## src/rtl/mem_arb_pkg.sv

```systemverilog
// Shared types and defaults for the two-requester data memory arbiter.
package mem_arb_pkg;

  localparam int unsigned ADDR_W_DEF     = 8;
  localparam int unsigned DATA_W_DEF     = 8;
  localparam int unsigned PROT_LIMIT_DEF = 7;

  localparam logic REQ_CPU = 1'b0;
  localparam logic REQ_DMA = 1'b1;

  typedef enum logic [0:0] {
    IDLE,
    ACCESS
  } state_e;

endpackage

```

## src/rtl/rr_arbiter_2.sv

```systemverilog
// Two-way round-robin arbiter: a lone request wins; on contention the requester that
// did not win last time is chosen.
module rr_arbiter_2 (
  input  logic [1:0] req,
  input  logic       last_winner,
  output logic [1:0] grant,
  output logic       winner
);

  always_comb begin
    winner = 1'b0;
    grant  = 2'b00;
    case (req)
      2'b01:   winner = 1'b0;
      2'b10:   winner = 1'b1;
      2'b11:   winner = ~last_winner;
      default: winner = 1'b0;
    endcase
    if (req != 2'b00) begin
      grant[winner] = 1'b1;
    end
  end

endmodule

```

## src/rtl/data_memory_arbiter.sv

```systemverilog
// Shares the single-port data memory between the CPU (0) and DMA/sort engine (1).
// Optional write protection of low addresses for requester 1: define MEM_PROTECT_EN.
module data_memory_arbiter
  import mem_arb_pkg::*;
#(
  parameter int unsigned ADDR_W     = ADDR_W_DEF,
  parameter int unsigned DATA_W     = DATA_W_DEF,
  parameter int unsigned PROT_LIMIT = PROT_LIMIT_DEF
) (
  input  logic              clock,
  input  logic              reset,
  input  logic [1:0]        req,
  input  logic [1:0]        we,
  input  logic [ADDR_W-1:0] addr0,
  input  logic [ADDR_W-1:0] addr1,
  input  logic [DATA_W-1:0] wdata0,
  input  logic [DATA_W-1:0] wdata1,
  output logic [1:0]        gnt,
  output logic [1:0]        ack,
  output logic [DATA_W-1:0] rdata,
  output logic [1:0]        err,
  output logic              memWrite,
  output logic              memRead,
  output logic [ADDR_W-1:0] endereco,
  output logic [DATA_W-1:0] escreveDado,
  input  logic [DATA_W-1:0] leDado
);

  state_e            state_q, state_d;
  logic              last_q;
  logic              cur_q;
  logic              cur_read_q;
  logic [1:0]        arb_grant;
  logic              arb_winner;
  logic              hs;
  logic              sel_we;
  logic              blocked;
  logic [ADDR_W-1:0] sel_addr;
  logic [DATA_W-1:0] sel_wdata;

  rr_arbiter_2 u_rr (
    .req         (req),
    .last_winner (last_q),
    .grant       (arb_grant),
    .winner      (arb_winner)
  );

  assign sel_we    = we[arb_winner];
  assign sel_addr  = arb_winner ? addr1 : addr0;
  assign sel_wdata = arb_winner ? wdata1 : wdata0;

  always_comb begin
    state_d = state_q;
    gnt     = 2'b00;
    unique case (state_q)
      IDLE: begin
        gnt = arb_grant;
        if (hs) state_d = ACCESS;
      end
      ACCESS:  state_d = IDLE;
      default: state_d = IDLE;
    endcase
  end

  assign hs = |(req & gnt);

  always_ff @(posedge clock or posedge reset) begin
    if (reset) begin
      state_q     <= IDLE;
      last_q      <= 1'b1;
      cur_q       <= 1'b0;
      cur_read_q  <= 1'b0;
      memWrite    <= 1'b0;
      memRead     <= 1'b0;
      endereco    <= '0;
      escreveDado <= '0;
      ack         <= 2'b00;
      rdata       <= '0;
    end else begin
      state_q <= state_d;
      ack     <= 2'b00;
      if (state_q == IDLE && hs) begin
        last_q      <= arb_winner;
        cur_q       <= arb_winner;
        cur_read_q  <= ~sel_we;
        endereco    <= sel_addr;
        escreveDado <= sel_wdata;
        memRead     <= ~sel_we;
        // A blocked write still runs the full handshake, it just never strobes the memory.
        memWrite    <= sel_we & ~blocked;
      end else if (state_q == ACCESS) begin
        if (cur_read_q) rdata <= leDado;
        ack[cur_q] <= 1'b1;
        memRead    <= 1'b0;
        memWrite   <= 1'b0;
      end
    end
  end

`ifdef MEM_PROTECT_EN
  localparam logic [ADDR_W-1:0] ProtLimitA = ADDR_W'(PROT_LIMIT);

  logic       cur_err_q;
  logic [1:0] err_q;

  assign blocked = (arb_winner == REQ_DMA) && sel_we && (addr1 < ProtLimitA);

  always_ff @(posedge clock or posedge reset) begin
    if (reset) begin
      cur_err_q <= 1'b0;
      err_q     <= 2'b00;
    end else begin
      err_q <= 2'b00;
      if (state_q == IDLE && hs) begin
        cur_err_q <= blocked;
      end else if (state_q == ACCESS) begin
        err_q[cur_q] <= cur_err_q;
      end
    end
  end

  assign err = err_q;
`else
  assign blocked = 1'b0;
  assign err     = 2'b00;
`endif

endmodule

```

## config.mk

```make
export PLATFORM = sky130hd
export DESIGN_NAME = data_memory_arbiter
export DESIGN_NICKNAME = d
export VERILOG_FILES = /design/src/rtl/mem_arb_pkg.sv /design/src/rtl/rr_arbiter_2.sv /design/src/rtl/data_memory_arbiter.sv
export SDC_FILE = /design/constraint.sdc
export NUM_CORES = 1
export LEC_CHECK = 0
export BUFFER_PORTS_ARGS = -buffer_cell sky130_fd_sc_hd__buf_4
export CAP_MARGIN = 15
export CORE_ASPECT_RATIO = 1.4
export CORE_MARGIN = 2
export CORE_UTILIZATION = 48
export DETAILED_ROUTE_END_ITERATION = 16
export PLACE_DENSITY = 0.84
export SLEW_MARGIN = 20
export SYNTH_ARGS = -nofsm -noshare
export SYNTH_HDL_FRONTEND = slang
export SYNTH_SLANG_ARGS = --single-unit
export TNS_END_PERCENT = 100
```

## constraint.sdc

```tcl
create_clock -name clock -period 2.4 [get_ports clock]
set_clock_uncertainty 0.2 [all_clocks]
set_input_delay 0.48 -clock clock [delete_from_list [all_inputs] [get_ports clock]]
set_output_delay 0.48 -clock clock [all_outputs]
set_load 0.05 [all_outputs]
```

== Word level (Yosys, flattened, before mapping) ==
Index checks and enable logic that the tools add are counted.

* Add/sub/neg operators: 0
* Multiply operators: 0
* Divide/modulo/power cells: 0
* Magnitude comparators: 4
* Equal/unequal tests: 2
* Shift-type cells: 0
* Muxes and demuxes: 18
* Bitwise operators: 5
* Reductions and logical operators: 7

{| class="wikitable"
|+ Operators by type and width
! operator !! count
|-
| $mux W8 || 2
|-
| $mux W1 || 8
|-
| $mux W2 || 4
|-
| $eq A2 B2 Y1 const B || 2
|-
| $lt A1 B2 Y1 const B || 2
|-
| $not A1 Y1 || 4
|-
| $pmux W1 S2 || 2
|-
| $reduce_bool A2 Y1 || 2
|-
| $logic_and A1 B1 Y1 || 3
|-
| $reduce_and A3 Y1 || 1
|-
| $and A2 B2 Y2 || 1
|-
| $demux W1 S1 || 2
|-
| $ge A1 B1 Y1 const B || 2
|-
| $reduce_or A2 Y1 || 1
|}

* Flip-flop bits (word level): 32
* Bits in latches: 0
* Bits in writable memories: 0
* Bits in read-only memories: 0
* Bits of input ports: 46
* Output and inout bits: 32
* Word-level logic and storage cells: 46
* Memories: 0

== Longest topological paths before layout ==
Gate-level depths: netlist of run 1.

* Depth after elaboration: 13
* Depth in mapped cells: 6
* Mapped depth without buffers: 4

== By module ==
A second synthesis of run 1 with hierarchy kept.

* Cell total of the unflattened synthesis: 100
* Area, all modules: 1536.5 µm²

{| class="wikitable"
|+ Modules (own cells, without submodules)
! module !! instances !! cells each !! area an instance (µm²) !! sequential area each (µm²)
|-
| data_memory_arbiter || 1 || 96 || 1510.2 || 802.0
|-
| rr_arbiter_2 || 1 || 4 || 26.3 || 0.0
|}

== Worst setup path before layout of run 1 ==
OpenSTA, ideal clock, no wires.

* Path kind: input port to output port
* From: in req[0]
* To: out gnt[1]
* Arrival: 1661 ps
* Data required time: 1720 ps
* Setup slack: 59 ps
* Stages: 4
* Buffers on the path: 2
* Path through: clkbuf_8 > a21bo_2 > buf_4 > nor2_1

* Word-level cells in the longest chain between the ends: 8
* Elaborated cells on any way between the ends: 11
* Those cells by class: order compare (2); eq/ne (2); mux (5); reduce/logical (2)

{| class="wikitable"
|+ Ends and longest elaborated chain
! element !! RTL line !! RTL
|-
| from (decl) || data_memory_arbiter.sv:12 || <nowiki>input logic [1:0] req,</nowiki>
|-
| $eq A2 B2 Y1 || rr_arbiter_2.sv:13 || <nowiki>case (req)</nowiki>
|-
| $pmux W1 S2 || rr_arbiter_2.sv:13 ||
|-
| $lt A1 B2 Y1 (implied by the code) or $ge A1 B1 Y1 (tied branches) || rr_arbiter_2.sv:20 || <nowiki>grant[winner] = 1'b1;</nowiki>
|-
| $logic_and A1 B1 Y1 (implied by the code) || rr_arbiter_2.sv:20 ||
|-
| $mux W1 (implied by the code) || rr_arbiter_2.sv:20 ||
|-
| $demux W1 S1 || -- ||
|-
| $mux W2 (*) || rr_arbiter_2.sv:19 || <nowiki>if (req != 2'b00) begin</nowiki>
|-
| $mux W2 (*) || data_memory_arbiter.sv:55 || <nowiki>unique case (state_q)</nowiki>
|-
| to (decl) || data_memory_arbiter.sv:18 || <nowiki>output logic [1:0] gnt,</nowiki>
|}

Mark *: on every way between the ends. The rest lies on a longest branch, timed or not.

== Final worst setup path of run 1 ==
* From: reg state_q
* To: out gnt[0]

* Word-level cells in the longest chain between the ends: 1

{| class="wikitable"
|+ Ends and longest elaborated chain
! element !! RTL line !! RTL
|-
| from (decl) || data_memory_arbiter.sv:29 || <nowiki>state_e state_q, state_d;</nowiki>
|-
| from (signal assigned) || data_memory_arbiter.sv:80 || <nowiki>state_q <= state_d;</nowiki>
|-
| $mux W2 || data_memory_arbiter.sv:55 ||
|}

Every way passes these cells.

==> results by group, run 1 <==
Setup path
  • WP data arrival: 1360 ps
  • WS Path Type: flop to output pin
  • Worst path required time: between 1500 and 2000 ps
  • CP endpoint kind: output pin
  • Type of origin of the critical path: flop
  • Max FO, Critical Path: 10

Synthesis
  • Post-synthesis cell type count: 28
  • Mean Syn Cell Area: 10.4 µm²
  • Yosys warnings: 0
  • Seq cells post-synth: 32
  • Register area share after synthesis: between 50 and 60%
  • Mapped Cells: 145
  • Post-Syn Area: 1510 µm²

Die
  • DIE AREA: 3610 µm²
  • Die width: 51.3 µm
  • Site Rows: 24
  • Die height: 70.3 µm
  • Core ar.: a little over 3000 µm²
  • Num ports: slightly below 80
  • Initial core utilization: 49.1%

STA
  • RSZ-0062 raised after global routing: false
  • Fin. Hold Viols: 0
  • Fmax: 491 MHz
  • Final worst slack: ~360 ps
  • Final TNS setup: 0 ps
  • Final Cycle Share: 84.9%
  • Max-slew violation count: 0
  • Setup violations, final: 0
  • Tmin final: 2040 ps

Route
  • Detailed-route wire length per cell: 12.7 µm
  • Vias per cell: a little under 5
  • 1st-pass router iterations: 4
  • Remaining DRCs: 0
  • Post-DRT Antenna Nets: 0
  • WL final: 3.29 mm
  • Via count: 1293
  • DRT iter0 DRCs: 19

GRT
  • Met2 usage: between 30% and 40%
  • Total GRT Usage: 20.4%
  • Vias in the first global route: 1256
  • Met1 usage: 20.3%
  • Most used routing layer: met2
  • Antenna violations before repair: 0
  • Largest net degree at the start of global routing: 33
  • Gr ovfl total: 0
  • M3 GR Usage: 8.33%
  • First-pass GRT wire length: 5.37 mm

Finish
  • Share of cells above drive strength 1: 50.2%
  • Net count, final: ~270
  • Final core utilization: a little over two thirds
  • P&R area growth vs syn: 41.5%
  • Final non-filler cell total: 260
  • Antenna Cells: 0
  • Commonest non-fill, non-tap cell in the layout: buf_4
  • Fill cell count: 258
  • Most frequent cells in the layout: 79 x buf_4, 31 x dfrtp_1, 26 x a21oi_1, 20 x nand2_1, 19 x nor2_1

Clock network
  • # resized after CTS: 0
  • CTS Hold Bufs: 0
  • CTS tree: done
  • Post-CTS setup repair buffer count: 0
  • CTS buffer count: 5
  • CTS Buffer Depth: 2
  • H-tree depth: 2
  • Clk Latency, worst-skew pair: 280 ps
  • Reg clk slew, reported paths: around 60 ps
  • Sink Count: 32
  • CTS root buffer: clkbuf_8

Pwr
  • Net Sw Frac: between 40% and 50%
  • Seq pwr share: 34.9%
  • Clock network fraction of total power: 17.0%
  • Pleak: 0.00106 µW
  • Combinational power share: 48.1%
  • Max VDD drop: 0.609 mV
  • Switching power total: 965 µW
  • P_int: 1240 µW
  • Pwr Density: 1030 nW/µm²

Run status
  • Outcome: finished clean

Placed design
  • RePlAce Congestion: around 0.85
  • HPWL Detailed: 2.52 mm
  • Placed cells: 253
  • Port Buf Inserts: 75
  • Pre-CTS WS: 488 ps

Worst hold path
  • Hold Path Class: input pin to asynchronous set/reset pin

Flow run
  • Max-Cap Viols: 0
-- power groups by stage --
stage	Clock (µW)	Sequential [µW]	Combinational, µW
detailed placement	0	780	1070
floorplan	0	1230	294
finish	374	769	1060
global route	415	786	1120
global placement	0	771	1060
CTS	388	771	1070
-- path summary, 6_finish.rpt --
kind / startpoint / endpoint / slack [ps] / cells after the start
min in group clock: leDado[3] / rdata[3]$_DFFE_PP0P_ / 230 / 2
max reg2reg: state_q$_DFF_PP0_ / escreveDado[1]$_DFFE_PP0P_ / 730 / 5
min reg2reg: cur_q$_DFFE_PP0P_ / ack[0]$_DFF_PP0_ / 250 / 1
min: reset / escreveDado[2]$_DFFE_PP0P_ / 80 / 3
max: state_q$_DFF_PP0_ / gnt[0] / 360 / 3
max in group asynchronous: reset / last_q$_DFFE_PP1P_ / 1590 / 3
-- stage by stage --
step / total power [µW] / hold slack [ps] / area, µm²
after CTS: 2230 / 87.9 / 2130
after floorplan: 1520 / 217 / 1510
after global routing: 2320 / 116 / 2130
after global placement: 1830 / 230 / 2050
after detailed placement: 1850 / 250 / 2050
final: 2200 / 76.3 / 2130
-- area by class of cell --
cell class | count | area (µm²) | share of cell area, %
flip-flops and latches | 32 | 802 | 37.7
multi-input cells | 98 | 589 | 27.7
clock buffers | 6 | 72.6 | 3.41
inverters | 5 | 18.8 | 0.881
clock inverters | 1 | 5.00 | 0.235
repair buffers | 79 | 593 | 27.8
well taps | 39 | 48.8 | 2.29
-- worst max-delay path: stages, from the launching register on --
cell	delay [ps]
dfrtp_1	470
o21bai_4	260
nor2_1	130
buf_4	210
-- registers in the layout, indices dropped and copies added (netlist names) --
register	count
endereco	8
ack	2
last_q	1
memWrite	1
rdata	8
state_q	1
escreveDado	8
memRead	1
cur_read_q	1
cur_q	1
-- cells by family (layout without fill, tap and decap cells) --
group,after synthesis,count (layout),synth area share (%)
flops,32,32,53.3
buf+inv,16,91,7.81
simple gates,43,43,11.4
compound gates,45,45,21.3
other cells,1,2,0.249
mux,8,8,5.99
-- cells in the mapped netlist --
| cell | count | area share, % |
|---|---|---|
| a21oi_1 | 26 | 8.6 |
| buf_8 | 1 | 1.0 |
| and3_2 | 1 | 0.50 |
| inv_1 | 4 | 1.0 |
| dfstp_2 | 1 | 1.7 |
| nor2_1 | 19 | 4.7 |
| o21ai_0 | 1 | 0.33 |
| conb_1 | 1 | 0.25 |
| buf_2 | 2 | 0.67 |
| inv_2 | 1 | 0.25 |
| a31oi_1 | 1 | 0.42 |
| o21bai_4 | 1 | 1.2 |
| nor3_1 | 1 | 0.33 |
| mux2_2 | 8 | 6.0 |
| and2_1 | 1 | 0.42 |
| a21oi_2 | 10 | 5.8 |
| a2111oi_2 | 1 | 1.0 |
| nand2_1 | 20 | 5.0 |
| a22o_1 | 1 | 0.58 |
| clkbuf_8 | 1 | 0.91 |
| dfrtp_1 | 31 | 52 |
| a21o_1 | 1 | 0.50 |
| a21bo_2 | 1 | 0.67 |
| buf_6 | 2 | 1.5 |
| nor2b_1 | 1 | 0.42 |
| a21boi_4 | 1 | 1.2 |
| buf_4 | 5 | 2.5 |
| a211oi_2 | 1 | 0.83 |
-- metal layers --
layer | part of all wire [%] | vias to the layer above
met3 | 8.9 | 9
met5 | 0 | -
met4 | 2.4 | 0
met1 | 36 | 594
li1 | - | 630
met2 | 52 | 60
Note: power is estimated with default switching activity, not from simulation.
==> run 2, diff against run 1 <==
--- a/config.mk
+++ b/config.mk
@@ -9,9 +9,9 @@
 export CAP_MARGIN = 15
 export CORE_ASPECT_RATIO = 1.4
 export CORE_MARGIN = 2
-export CORE_UTILIZATION = 48
+export CORE_UTILIZATION = 44
 export DETAILED_ROUTE_END_ITERATION = 16
-export PLACE_DENSITY = 0.84
+export PLACE_DENSITY = 0.78
 export SLEW_MARGIN = 20
 export SYNTH_ARGS = -nofsm -noshare
 export SYNTH_HDL_FRONTEND = slang
==> constraint.sdc (replaced) <==
create_clock -name clock -period 2 [get_ports clock]
set_clock_uncertainty 0.2 [all_clocks]
set_input_delay 0.4 -clock clock [delete_from_list [all_inputs] [get_ports clock]]
set_output_delay 0.4 -clock clock [all_outputs]
set_load 0.05 [all_outputs]
==> results by group, run 2 (same netlist as run 1, synthesis figures left out) <==
Die
  • Site Rows: 25
  • Core ar.: 3320 µm²
  • Die height: 73.2 µm
  • Die width: 53.4 µm
  • DIE AREA: 3910 µm²
  • Initial core utilization: roughly 45%
  • Num ports: 78

Clock network
  • Post-CTS setup repair buffer count: 0
  • # resized after CTS: 0
  • Sink Count: 32
  • Clk Latency, worst-skew pair: 280 ps
  • CTS Hold Bufs: 0
  • H-tree depth: 2
  • CTS Buffer Depth: 2
  • CTS tree: done
  • CTS root buffer: clkbuf_8
  • CTS buffer count: 5
  • Reg clk slew, reported paths: around 70 ps

Setup path
  • Crit-path max cell delay: between 500 and 600 ps
  • Critical path buffer and inverter count: 1
  • CP cell instances: a21boi_4, nor2_2, buf_4
  • Max FO, Critical Path: 7
  • Type of origin of the critical path: flop
  • WP data arrival: 1260 ps
  • Critical path's top delay family: flip-flops
  • WS Path Type: flop to output pin
  • CP endpoint kind: output pin
  • Worst path required time: 1400 ps
  • Critical-path top delay cell: dfstp_2

STA
  • Fin Hold WS: -3.30 ps
  • Final Cycle Share: approximately 93%
  • RSZ-0062 raised after global routing: false
  • Fmax: 538 MHz
  • Fin. Hold Viols: 6
  • Tmin final: between 1500 and 2000 ps
  • Max-slew violation count: 0
  • Setup violations, final: 0
  • Final TNS setup: 0 ps

Route
  • WL final: 3.35 mm
  • Detailed-route wire length per cell: 12.7 µm
  • Post-DRT Antenna Nets: 0
  • Vias per cell: 4.94
  • Via count: 1304
  • DRT iter0 DRCs: 34
  • Remaining DRCs: 0
  • 1st-pass router iterations: 4

Finish
  • P&R area growth vs syn: 44.9%
  • Share of cells above drive strength 1: 51.8%
  • Design Area, Final: 2180 µm²
  • Top Registers: endereco: 8 flops, escreveDado: 8 flops, rdata: 8 flops
  • Net count, final: 269
  • Commonest non-fill, non-tap cell in the layout: buf_4
  • Antenna Cells: 0
  • Most frequent cells in the layout: 81 x buf_4, 31 x dfrtp_1, 26 x a21oi_1, 20 x nand2_1, 17 x nor2_1

Placed design
  • HPWL Detailed: 2.53 mm
  • Port Buf Inserts: 75
  • Placed cell area: 2070 µm²
  • RePlAce Congestion: 0.813

Pwr
  • Max VDD drop: approximately 0.90 mV
  • Power consumption: about 2800 µW
  • Pleak: 0.00108 µW
  • Pwr Density: 1280 nW/µm²

GRT
  • Total GRT Usage: roughly a fifth
  • Largest net degree at the start of global routing: 33
  • First-pass GRT wire length: 5.53 mm
  • Gr ovfl total: 0
  • Antenna violations before repair: 0
  • Vias in the first global route: 1278

Flow run
  • Max-Cap Viols: 0

Worst hold path
  • Hold Path Class: input pin to asynchronous set/reset pin

Run status
  • Violated checks: hold timing
  • Outcome: finished, violations left
## run 2: metal layers
layer  up-vias  track usage, %  wire [µm]
met5         -               0          0
met1       598            22.4       1280
met2        62            32.6       1750
li1        637               -          -
met4         0            8.55         59
met3         7            5.94        266
## run 2: tightest hold or removal path, delay by kind of cell
kind | cells | cell delay [ps]
buffers and inverters | 3 | 500
## run 2: stage by stage
stage | setup WS (ps) | utilization, % | hold slack (ps) | std cells
global placement | 322 | 62.5 | 233 | 256
finish | 142 | 65.8 | -3.30 | 264
detailed placement | 293 | 62.5 | 238 | 256
global route | 84.4 | 65.8 | 39.9 | 264
floorplan | 63.4 | - | 217 | 146
CTS | 132 | 65.8 | 11.3 | 264
## run 2: final timing paths
path / from / end / slack [ps] / cells after the start
min: reset / rdata[6]$_DFFE_PP0P_ / -3 / 3
max: last_q$_DFFE_PP1P_ / gnt[0] / 140 / 3
max reg2reg: last_q$_DFFE_PP1P_ / cur_read_q$_DFFE_PP0P_ / 440 / 4
max in group asynchronous: reset / last_q$_DFFE_PP1P_ / 1270 / 3
min reg2reg: cur_q$_DFFE_PP0P_ / ack[0]$_DFF_PP0_ / 250 / 1
min in group clock: leDado[7] / rdata[7]$_DFFE_PP0P_ / 150 / 2
## run 2: final cells by class
class	instances	area, µm²
multi-input cells	98	594
repair buffers	81	608
flip-flops and latches	32	802
well taps	40	50.0
clock buffers	6	72.6
fillers	280	1130
clock inverters	2	35.0
inverters	5	18.8
## run 2: where the power goes
part	total (µW)	internal [µW]	switching, µW
clock	598	369	228
combinational	1290	430	855
sequential	919	825	94.4
total	2800	1620	1180
==> run 3, diff against run 2 <==
--- a/config.mk
+++ b/config.mk
@@ -7,11 +7,14 @@
 export LEC_CHECK = 0
 export BUFFER_PORTS_ARGS = -buffer_cell sky130_fd_sc_hd__buf_4
 export CAP_MARGIN = 15
+export CELL_PAD_IN_SITES_DETAIL_PLACEMENT = 1
+export CELL_PAD_IN_SITES_GLOBAL_PLACEMENT = 1
 export CORE_ASPECT_RATIO = 1.4
 export CORE_MARGIN = 2
-export CORE_UTILIZATION = 44
+export CORE_UTILIZATION = 32
 export DETAILED_ROUTE_END_ITERATION = 16
-export PLACE_DENSITY = 0.78
+export HOLD_SLACK_MARGIN = 0.06
+export PLACE_DENSITY_LB_ADDON = 0.1
 export SLEW_MARGIN = 20
 export SYNTH_ARGS = -nofsm -noshare
 export SYNTH_HDL_FRONTEND = slang
==> results by group, run 3 (same netlist as run 1, synthesis figures left out) <==
Finish
  • P&R area growth vs syn: 47.0%
  • Net count, final: 271
  • Antenna Cells: 0
  • Top Registers: endereco: 8 flops, escreveDado: 8 flops, rdata: 8 flops
  • Most frequent cells in the layout: 82 x buf_4, 30 x dfrtp_1, 26 x a21oi_1, 20 x nand2_1, 17 x nor2_1
  • Share of cells above drive strength 1: between 50% and 60%
  • Commonest non-fill, non-tap cell in the layout: buf_4

STA
  • Final TNS setup: 0 ps
  • Fin. Hold Viols: 0
  • Max-slew violation count: 0
  • RSZ-0062 raised after global routing: false
  • Tmin final: around 1900 ps
  • Setup violations, final: 0
  • Fmax: 528 MHz
  • Final Cycle Share: 94.7%

Route
  • Via count: between 1000 and 1500
  • 1st-pass router iterations: 2
  • Detailed-route wire length per cell: 14.6 µm
  • DRT iter0 DRCs: 5
  • Post-DRT Antenna Nets: 0
  • WL final: 4.22 mm
  • Remaining DRCs: 0
  • Vias per cell: 4.67

Die
  • Num ports: roughly 80
  • DIE AREA: ~5300 µm²
  • Die width: 62.0 µm
  • Initial core utilization: 33.2%
  • Site Rows: 29
  • Core ar.: 4540 µm²
  • Die height: 85.2 µm

GRT
  • Total GRT Usage: about 17%
  • Antenna violations before repair: 0
  • Vias in the first global route: 1489
  • Largest net degree at the start of global routing: 18
  • First-pass GRT wire length: 6.68 mm
  • Gr ovfl total: 0

Clock network
  • Sink Count: 32
  • Clk Latency, worst-skew pair: around 270 ps
  • CTS root buffer: clkbuf_8
  • CTS tree: done
  • Reg clk slew, reported paths: approximately 70 ps
  • CTS Buffer Depth: 2
  • H-tree depth: 2
  • Post-CTS setup repair buffer count: 0
  • CTS buffer count: 5

Placed design
  • HPWL Detailed: 3.42 mm
  • Port Buf Inserts: 75
  • RePlAce Congestion: 0.702

Pwr
  • Switching power total: 1200 µW
  • Net Sw Frac: 43.9%
  • Max VDD drop: ~0.47 mV
  • Combinational power share: 47.5%
  • Pleak: 0.00108 µW
  • Pwr Density: 1230 nW/µm²
  • Power consumption: 2730 µW
  • P_int: 1530 µW
  • Clock network fraction of total power: roughly 18%
  • Seq pwr share: 34.1%

Setup path
  • WP data arrival: 1290 ps
  • CP endpoint kind: output pin
  • WS Path Type: flop to output pin
  • Max FO, Critical Path: 8
  • Worst path required time: 1400 ps
  • Type of origin of the critical path: flop

Flow run
  • Max-Cap Viols: 0

Run status
  • Outcome: finished clean

Worst hold path
  • Hold Path Class: input pin to flop
## run 3: changes by cell type in the layout (fill, tap and decap cells not counted)
cell,before,now
dlygate4sd3_1,0,1
clkbuf_8,5,6
bufinv_16,1,0
buf_4,81,82
dfrtp_2,0,1
dfrtp_1,31,30
clkbuf_1,1,0
clkinv_2,1,2
## run 3: final timing paths
kind / cells past startpoint / slack, ps / start / endpoint
min reg2reg: 1 / 250 / cur_q$_DFFE_PP0P_ / ack[0]$_DFF_PP0_
max: 3 / 110 / state_q$_DFF_PP0_ / gnt[0]
min: 2 / 150 / leDado[0] / rdata[0]$_DFFE_PP0P_
min in group asynchronous: 3 / 460 / reset / ack[0]$_DFF_PP0_
max reg2reg: 4 / 400 / last_q$_DFFE_PP1P_ / cur_read_q$_DFFE_PP0P_
max in group asynchronous: 4 / 580 / reset / escreveDado[3]$_DFFE_PP0P_
## run 3: routing by layer
metal	vias up	track usage, %	wire length [µm]
met1	644	19.0	1500
met4	0	5.42	72
met5	-	0	0
met3	8	4.42	284
met2	55	29.9	2360
li1	637	-	-
## run 3: through the flow
stage | cells | instance area (µm²) | utilization (%) | worst slack (ps) | hold WS [ps]
after floorplan | 146 | 1510 | - | 63.4 | 217
final | 288 | 2210 | 48.8 | 107 | 154
after global routing | 288 | 2210 | 48.8 | 54.2 | 138
after CTS | 288 | 2210 | 48.7 | 49.0 | 143
after global placement | 279 | 2110 | 46.5 | 308 | 200
after detailed placement | 279 | 2110 | 46.5 | 287 | 203
## run 3: power groups by stage
stage               clock network, µW  registers [µW]  logic (µW)
floorplan                           0            1470         356
global placement                    0             931        1290
detailed placement                  0             945        1310
CTS                               529             933        1310
global route                      564             954        1380
finish                            503             932        1300
## run 3: critical path, stage by stage, from the launching register on
cell	delay, ps
dfrtp_2	470
o21bai_4	220
nor2_2	130
buf_4	210
## run 3: repair_timing
item / in CTS / in global routing
hold buffers: 1 / 0
endpoints found under the hold margin: 7 / 0
setup endpoints to repair: 0 / 1
resized for setup: 0 / 1
## run 3: final cells by class
type,instances,area [µm²]
clock buffers,6,82.6
clock inverters,2,10.0
fillers,521,2320
inverters,5,18.8
multi-input cells,98,594
flip-flops and latches,32,803
well taps,62,77.6
repair buffers,83,626
